**src/rtl/horner_seq_ctrl.sv**
```systemverilog
// Sequencing controller for a Horner polynomial evaluator: schedules coefficient
// select, accumulator clear/enable and result strobe, with a one-deep pending-job slot.
module horner_seq_ctrl #(
    parameter int ORDER  = 10,
    parameter int CSEL_W = 4,
    parameter int PRE    = 18,
    parameter int STEP   = 16,
    parameter int POST   = 19
) (
    input  logic              clk,
    input  logic              GlobalReset,
    input  logic              srdyi,
    input  logic [CSEL_W-1:0] order_i,
    output logic [CSEL_W-1:0] coeff_sel,
    output logic              step_stb,
    output logic              sum_rst,
    output logic              sum_en,
    output logic              srdyo,
    output logic              busy,
    output logic              drop
);

    localparam int PH_W = $clog2(PRE + ORDER * STEP + POST + 1);
    localparam int SL_W = CSEL_W + 1;
    localparam logic [CSEL_W-1:0] ORD_C   = CSEL_W'(ORDER);
    localparam logic [PH_W-1:0]   PRE_PH  = PH_W'(PRE);
    localparam logic [PH_W-1:0]   STEP_PH = PH_W'(STEP);
    localparam logic [PH_W-1:0]   POST_PH = PH_W'(POST);

    typedef enum logic {IDLE, RUN} state_t;

    state_t            state, state_nxt;
    logic [PH_W-1:0]   phase, phase_d;
    logic [PH_W-1:0]   nxt_stp, nxt_stp_d;
    logic [PH_W-1:0]   done_ph, done_ph_d;
    logic [SL_W-1:0]   stp_left, stp_left_d, stp_dec;
    logic              pend, pend_d;
    logic [CSEL_W-1:0] pend_ord, pend_ord_d;
    logic [CSEL_W-1:0] coeff_sel_d, lau_ord, req_ord;
    logic              step_stb_d, sum_rst_d, sum_en_d, srdyo_d, busy_d, drop_d;
    logic              launch, launch_pend;

    function automatic logic [CSEL_W-1:0] clamp_order(input logic [CSEL_W-1:0] o);
        return (o > ORD_C) ? ORD_C : o;
    endfunction

    always_ff @(posedge clk) begin
        if (GlobalReset) begin
            state     <= IDLE;
            phase     <= '0;
            nxt_stp   <= '0;
            done_ph   <= '0;
            stp_left  <= '0;
            pend      <= 1'b0;
            coeff_sel <= ORD_C;
            step_stb  <= 1'b0;
            sum_rst   <= 1'b0;
            sum_en    <= 1'b0;
            srdyo     <= 1'b0;
            busy      <= 1'b0;
            drop      <= 1'b0;
        end else begin
            state     <= state_nxt;
            phase     <= phase_d;
            nxt_stp   <= nxt_stp_d;
            done_ph   <= done_ph_d;
            stp_left  <= stp_left_d;
            pend      <= pend_d;
            coeff_sel <= coeff_sel_d;
            step_stb  <= step_stb_d;
            sum_rst   <= sum_rst_d;
            sum_en    <= sum_en_d;
            srdyo     <= srdyo_d;
            busy      <= busy_d;
            drop      <= drop_d;
        end
        pend_ord <= pend_ord_d;
    end

    // A job may launch from IDLE, or in the srdyo cycle of the running job.
    always_comb begin
        launch_pend = (state == RUN) && srdyo && pend;
        launch      = ((state == IDLE) && srdyi) || ((state == RUN) && srdyo && (pend || srdyi));
        state_nxt   = state;
        if (launch)
            state_nxt = RUN;
        else if ((state == RUN) && srdyo)
            state_nxt = IDLE;
    end

    always_comb begin
        req_ord     = clamp_order(order_i);
        lau_ord     = launch_pend ? pend_ord : req_ord;
        stp_dec     = stp_left - SL_W'(1);
        phase_d     = phase;
        nxt_stp_d   = nxt_stp;
        done_ph_d   = done_ph;
        stp_left_d  = stp_left;
        coeff_sel_d = coeff_sel;
        step_stb_d  = 1'b0;
        sum_rst_d   = 1'b0;
        sum_en_d    = sum_en;
        srdyo_d     = 1'b0;
        busy_d      = busy;
        pend_d      = pend;
        pend_ord_d  = pend_ord;
        drop_d      = 1'b0;

        // Phase counts cycles since launch; every output is decoded from next phase.
        if (launch) begin
            phase_d    = PH_W'(1);
            nxt_stp_d  = PRE_PH;
            done_ph_d  = PRE_PH + PH_W'(lau_ord) * STEP_PH + POST_PH;
            stp_left_d = SL_W'(lau_ord) + SL_W'(1);
            sum_rst_d  = 1'b1;
            sum_en_d   = 1'b0;
            busy_d     = 1'b1;
        end else if ((state == RUN) && srdyo) begin
            busy_d   = 1'b0;
            sum_en_d = 1'b0;
        end else if (state == RUN) begin
            phase_d = phase + PH_W'(1);
            srdyo_d = (phase_d == done_ph);
            if (phase_d == nxt_stp) begin
                if (stp_left != '0) begin
                    step_stb_d  = 1'b1;
                    coeff_sel_d = stp_dec[CSEL_W-1:0];
                    stp_left_d  = stp_dec;
                    nxt_stp_d   = nxt_stp + STEP_PH;
                    sum_en_d    = 1'b1;
                end else begin
                    sum_en_d = 1'b0;
                end
            end
        end

        // In the srdyo cycle the slot either hands its job over or is refilled.
        if (state == RUN) begin
            if (srdyo) begin
                if (pend) begin
                    if (srdyi)
                        pend_ord_d = req_ord;
                    else
                        pend_d = 1'b0;
                end
            end else if (srdyi) begin
                if (pend) begin
                    drop_d = 1'b1;
                end else begin
                    pend_d     = 1'b1;
                    pend_ord_d = req_ord;
                end
            end
        end
    end

endmodule

```
**config.mk**
```make
export PLATFORM = sky130hd
export DESIGN_NAME = horner_seq_ctrl
export DESIGN_NICKNAME = d
export VERILOG_FILES = /design/src/rtl/horner_seq_ctrl.sv
export SDC_FILE = /design/constraint.sdc
export NUM_CORES = 1
export LEC_CHECK = 0
export CAP_MARGIN = 40
export CORE_MARGIN = 3
export CORE_UTILIZATION = 40
export CTS_BUF_LIST = sky130_fd_sc_hd__clkbuf_4
export DETAILED_ROUTE_END_ITERATION = 6
export GPL_TIMING_DRIVEN = 0
export PLACE_DENSITY = 0.55
export SLEW_MARGIN = 25
export SYNTH_ARGS = -nofsm -noshare
export SYNTH_HDL_FRONTEND = slang
export SYNTH_SLANG_ARGS = --single-unit
```
**constraint.sdc**
```tcl
create_clock -name clk -period 2.9 [get_ports clk]
set_input_delay 0.87 -clock clk [delete_from_list [all_inputs] [get_ports clk]]
set_output_delay 0.87 -clock clk [all_outputs]
set_load 0.1 [all_outputs]
```
## Word level (Yosys, flattened, before mapping)

Cells that the tools add are included.

- Add/subtract/negate cells: 6
- Reduce and logical (&&, ||, !) cells: 25
- Bitwise logic cells: 5
- Mux-type cells: 29
- Order comparisons: 1
- Equality and inequality tests: 6

Operators by type and width:

| kind | count |
|---|---|
| 5-bit two-way mux | 10 |
| 4-bit two-way mux | 7 |
| 8-bit by 5-bit adder with 8-bit output (second input constant) | 2 |
| 8-bit == test | 2 |
| 1-bit two-way mux | 12 |
| 5-bit AND reduction | 2 |
| 2-bit nonzero test | 5 |
| 5-bit by 8-bit adder with 8-bit output (first input constant) | 1 |
| 8-bit by 1-bit adder with 8-bit output (second input constant) | 1 |
| 2-bit AND reduction | 4 |
| 4-bit AND reduction | 2 |
| 4-bit OR reduction | 2 |
| 2-bit inequality test (second input constant) | 3 |
| 4-bit by 1-bit adder with 5-bit output (second input constant) | 1 |
| 1-bit NOT | 5 |
| 5-bit nonzero test | 1 |
| 5-bit OR reduction | 1 |
| 5-bit by 1-bit subtractor with 5-bit output (second input constant) | 1 |
| 4-bit > comparator (second input constant) | 1 |
| 1-bit logical AND | 4 |
| 3-bit OR reduction | 1 |
| 1-bit logical OR | 2 |
| 2-bit by 1-bit inequality test with 1-bit output (second input constant) | 1 |
| 2-bit OR reduction | 1 |

- Bits in registers: 44
- Output and inout port bits: 10

## Longest topological paths before layout

- Depth after elaboration: 6
- Mapped depth: 8
- Depth with buffers taken out: 7

## Worst setup path before layout

No wires, ideal clock.

- Kind: reg2reg
- From: register srdyo
- To: register stp_left[2]
- Period minus slack after synthesis: 2.633 ns
- Required time: 2.809 ns
- Setup slack: 0.267 ns
- Arrival: 2.542 ns
- Stages on the path, launching flop included: 8
- Cell sequence: dfxtp_1 -> clkbuf_1 -> nand2b_1 -> clkbuf_1 -> a31oi_1 -> nand2_1 -> or4_1 -> a311oi_1

- Cells in the longest elaborated chain, start to end: 5
- Elaborated cells between the ends (all ways): 12
- Classes of those cells: 1 x add/sub; 1 x eq/ne; 2 x mux; 8 x reduce/logical

RTL lines:

| element | line | RTL |
|---|---|---|
| from (decl) | 18 | `output logic srdyo,` |
| from (signal assigned) | 73 | `srdyo <= srdyo_d;` |
| 1-bit logical AND * | 82, 83, 118 |  |
| 1-bit logical AND (on tied branches) | 82, 83 |  |
| 4-bit two-way mux or 1-bit logical OR (tied branches) | 93, 83 |  |
| 4-bit by 1-bit adder with 5-bit output (tied with other cells) | 114 | `stp_left_d = SL_W'(lau_ord) + SL_W'(1);` |
| 5-bit two-way mux or 4-bit AND reduction (tied branches) | n/a |  |
| to (signal assigned) | 67 | `stp_left <= stp_left_d;` |
| to (decl) | 36 | `logic [SL_W-1:0] stp_left, stp_left_d, stp_dec;` |

Mark *: on every way between the ends. The rest lies on a longest branch, timed or not.
A chain may end at the register's enable or synchronous reset.

## Final worst setup path

- From: register phase[3]
- To: register coeff_sel[3]

- Cells in the longest elaborated chain, start to end: 3

RTL lines:

| element | line | RTL |
|---|---|---|
| from (decl) | 33 | `logic [PH_W-1:0] phase, phase_d;` |
| from (signal assigned) | 64 | `phase <= phase_d;` |
| 8-bit by 1-bit adder with 8-bit output | 122 | `phase_d = phase + PH_W'(1);` |
| 8-bit == test | 124 | `if (phase_d == nxt_stp) begin` |
| 5-bit AND reduction (no source line) | n/a |  |
| to (signal assigned) | 69 | `coeff_sel <= coeff_sel_d;` |
| to (decl) | 14 | `output logic [CSEL_W-1:0] coeff_sel,` |

Every way passes these cells.

==> results.sh <==
export IMPL_drive_gt1_share_pct=10.21
export IMPL_clockBufferDepth=2
export IMPL_p_clk_share_pct=24.5
export IMPL_skew_ns=0.01151
export IMPL_maxCapViolations=0
export IMPL_viasPerCell=5.427
export IMPL_die_area_sq_um=6188
export IMPL_cp_start_kind="flop"
export IMPL_power_density_nw_per_um2=447.0
export IMPL_grt_max_degree=13
export IMPL_hold_viol=0
export IMPL_layout_nets=296
export IMPL_antenna_found_initial=0
export IMPL_combPwrFrac_pct=25.0
export IMPL_place_congestion=0.8068
export IMPL_via_count=1905
export IMPL_p_int_mw=0.7686
export IMPL_syn_avg_cell_area_sq_um=8.516
export IMPL_cts_root_buf="clkbuf_4"
export IMPL_ir_worst_vdd_mv=0.2471
export IMPL_relSlewSlack_pct=55.15
export IMPL_async_flop_share_pct=0
export IMPL_status="completed"
export IMPL_grt_setup_unrepaired="no"
export IMPL_synth_area_top_cells="dfxtp_1, xnor2_1, edfxtp_1, nor2_1, xor2_1"
export IMPL_synthFlopType="dfxtp_1"
export IMPL_cts_made_buffers=5
export IMPL_power_mw=1.147
export IMPL_ys_types=48
export IMPL_ant_nets=0
export IMPL_final_setup_viol_count=0
export IMPL_layout_area_overhead_vs_synth_pct=21.50
export IMPL_chipHeight_um=78.67
export IMPL_wl_per_cell_um=14.57
export IMPL_fmax_mhz=384.9
export IMPL_place_inst=341
export IMPL_finalCriticalPeriod_ns=2.598
export IMPL_tightest_slew_ns=0.6670
export IMPL_setup_tns_final_ns=0
export IMPL_htreeDepth=2
export IMPL_postLayoutCoreUtil_pct=52.25
export IMPL_seqPwrFrac_pct=50.5
export IMPL_overflow=0
export IMPL_start_util_pct=43.01
export IMPL_num_antenna_cells=0
export IMPL_coreArea_sq_um=4911
export IMPL_yosys_area_top_type_share_pct=32.23
export IMPL_register_area_sq_um=800.8
export IMPL_synth_net_count=261
export IMPL_multi_input_area_sq_um=1221
export IMPL_slew_viol_final=0
export IMPL_cp_max_fo=10
export IMPL_cts_sinks=38
export IMPL_path_clk_slew_ns=0.12
export IMPL_io_pins=17
export IMPL_synth_cell_area_sq_um=2112
export IMPL_grt_pass1_wl_mm=8.721
export IMPL_clk_latency_ns=0.34
export IMPL_critical_path_arrival_ns=2.84
export IMPL_crit_type="flop to flop"
export IMPL_cp_end_kind="flop"
export IMPL_rows=25
export IMPL_final_setup_worst_slack_ns=0.3022
export IMPL_drtPass1Iterations=5
export IMPL_post_cts_buffers=0
export IMPL_grt_total_usage_pct=17.96
export IMPL_hold_class="flop to flop"
export IMPL_cts_tree="built"
export IMPL_drc_errors=0
export IMPL_postCtsResizedCells=0
export IMPL_numPortBuffers=15
export IMPL_seq_area_frac_synth_pct=37.91
export IMPL_drt_iter0_drc=117
export IMPL_grt_pass1_vias=1770
export IMPL_yosysWarnings=0
export IMPL_fin_crit_sh_pct=89.58
export IMPL_ctsHoldBuffers=0
export IMPL_fin_cells=351
export IMPL_crit_required_ns=3.15
export IMPL_power_leakage_nw=0.9726
export IMPL_synthCells=248
export IMPL_drt_wl_total_mm=5.114
export IMPL_dpl_hpwl_mm=3.692
export IMPL_p_switching_mw=0.3785
export IMPL_netlist_top_cells_count="dfxtp_1, nor2_1, nand2_1"
export IMPL_ys_ff_latch=38
export IMPL_synth_edf_count=4
export IMPL_rrSetupSlack_ns=0.30
export IMPL_yosysMostFrequentCell="dfxtp_1"
export IMPL_n_fill_cell=473
export IMPL_post_place_ws_ns=-0.04252
export IMPL_synth_largest_area_cell="dfxtp_1"
export IMPL_p_sw_share_pct=33.00
export IMPL_chipWidth_um=78.67
==> layout make-up <==
| class | instances | area share (%) |
|---|---|---|
| Multi-Input combinational cell | 187 | 47.59 |
| Sequential cell | 38 | 31.20 |
| Timing Repair Buffer | 28 | 12.29 |
| Tap cell | 67 | 3.267 |
| Buffer | 18 | 2.779 |
| Clock buffer | 6 | 1.755 |
| Inverter | 5 | 0.7314 |
| Clock inverter | 2 | 0.3901 |
==> sequential cells by signal (all words and copies together), names as in the netlist <==
signal	cells
srdyo	1
state	1
sum_rst	1
phase	8
drop	1
stp_left	5
nxt_stp	5
sum_en	1
pend_ord	4
coeff_sel	4
pend	1
step_stb	1
done_ph	5
==> kinds of logic after synthesis <==
kind of cell / share of synthesized area (%)
buffers and inverters: 4.265
AND/OR/NAND/NOR: 23.93
XOR/XNOR: 10.37
AO/OA/AOI/OAI: 18.01
adder cells (fa/ha/maj): 3.554
multiplexers: 1.955
flip-flops: 37.91
==> worst paths after layout <==
check / depth (start not counted) / start / end
hold reg to reg: 2 / done_ph[7] / done_ph[7]
hold / removal: 2 / done_ph[7] / done_ph[7]
setup reg to reg: 6 / phase[3] / coeff_sel[3]
setup / recovery: 6 / phase[3] / coeff_sel[3]
==> power groups by stage <==
| stage | combinational, mW | sequential, mW | clock, mW |
|---|---|---|---|
| detailed placement | 0.284 | 0.592 | 0 |
| global route | 0.318 | 0.584 | 0.314 |
| CTS | 0.286 | 0.580 | 0.299 |
| finish | 0.287 | 0.580 | 0.281 |
| floorplan | 0.159 | 0.628 | 0 |
| global placement | 0.264 | 0.592 | 0 |
==> placed cells by master, fill, tap and decap left out, types with 7 or more instances in the layout <==
cell type / n
dfxtp_1: 34
nand4_1: 7
clkbuf_1: 14
xnor2_1: 16
a21oi_1: 12
buf_8: 10
clkdlybuf4s50_1: 15
nand2_1: 17
nand3_1: 9
nor2_1: 32
xor2_1: 9
and3_1: 8
==> per-layer routing <==
metal | global-route usage (%) | vias to the layer above | wire, um
met5 | 0 | - | 0
met1 | 22.64 | 893 | 2457
li1 | - | 965 | -
met4 | 6.993 | 0 | 70
met3 | 3.784 | 8 | 170
met2 | 29.80 | 39 | 2415
==> metrics by stage <==
stage | instance area, sq um | hold WS [ns]
floorplan | 2112 | 0.4444
global placement | 2346 | 0.4552
detailed placement | 2501 | 0.4612
CTS | 2556 | 0.4805
global route | 2566 | 0.5115
finish | 2566 | 0.4722
==> critical path, cell delays in order, from the launching register on <==
cell	delay (ns)
dfxtp_1	0.33
clkbuf_1	0.33
nand4_1	0.26
a211o_1	0.33
a2111oi_4	0.56
nand3_2	0.33
a221o_1	0.36
Note: power is estimated with default switching activity, not from simulation.
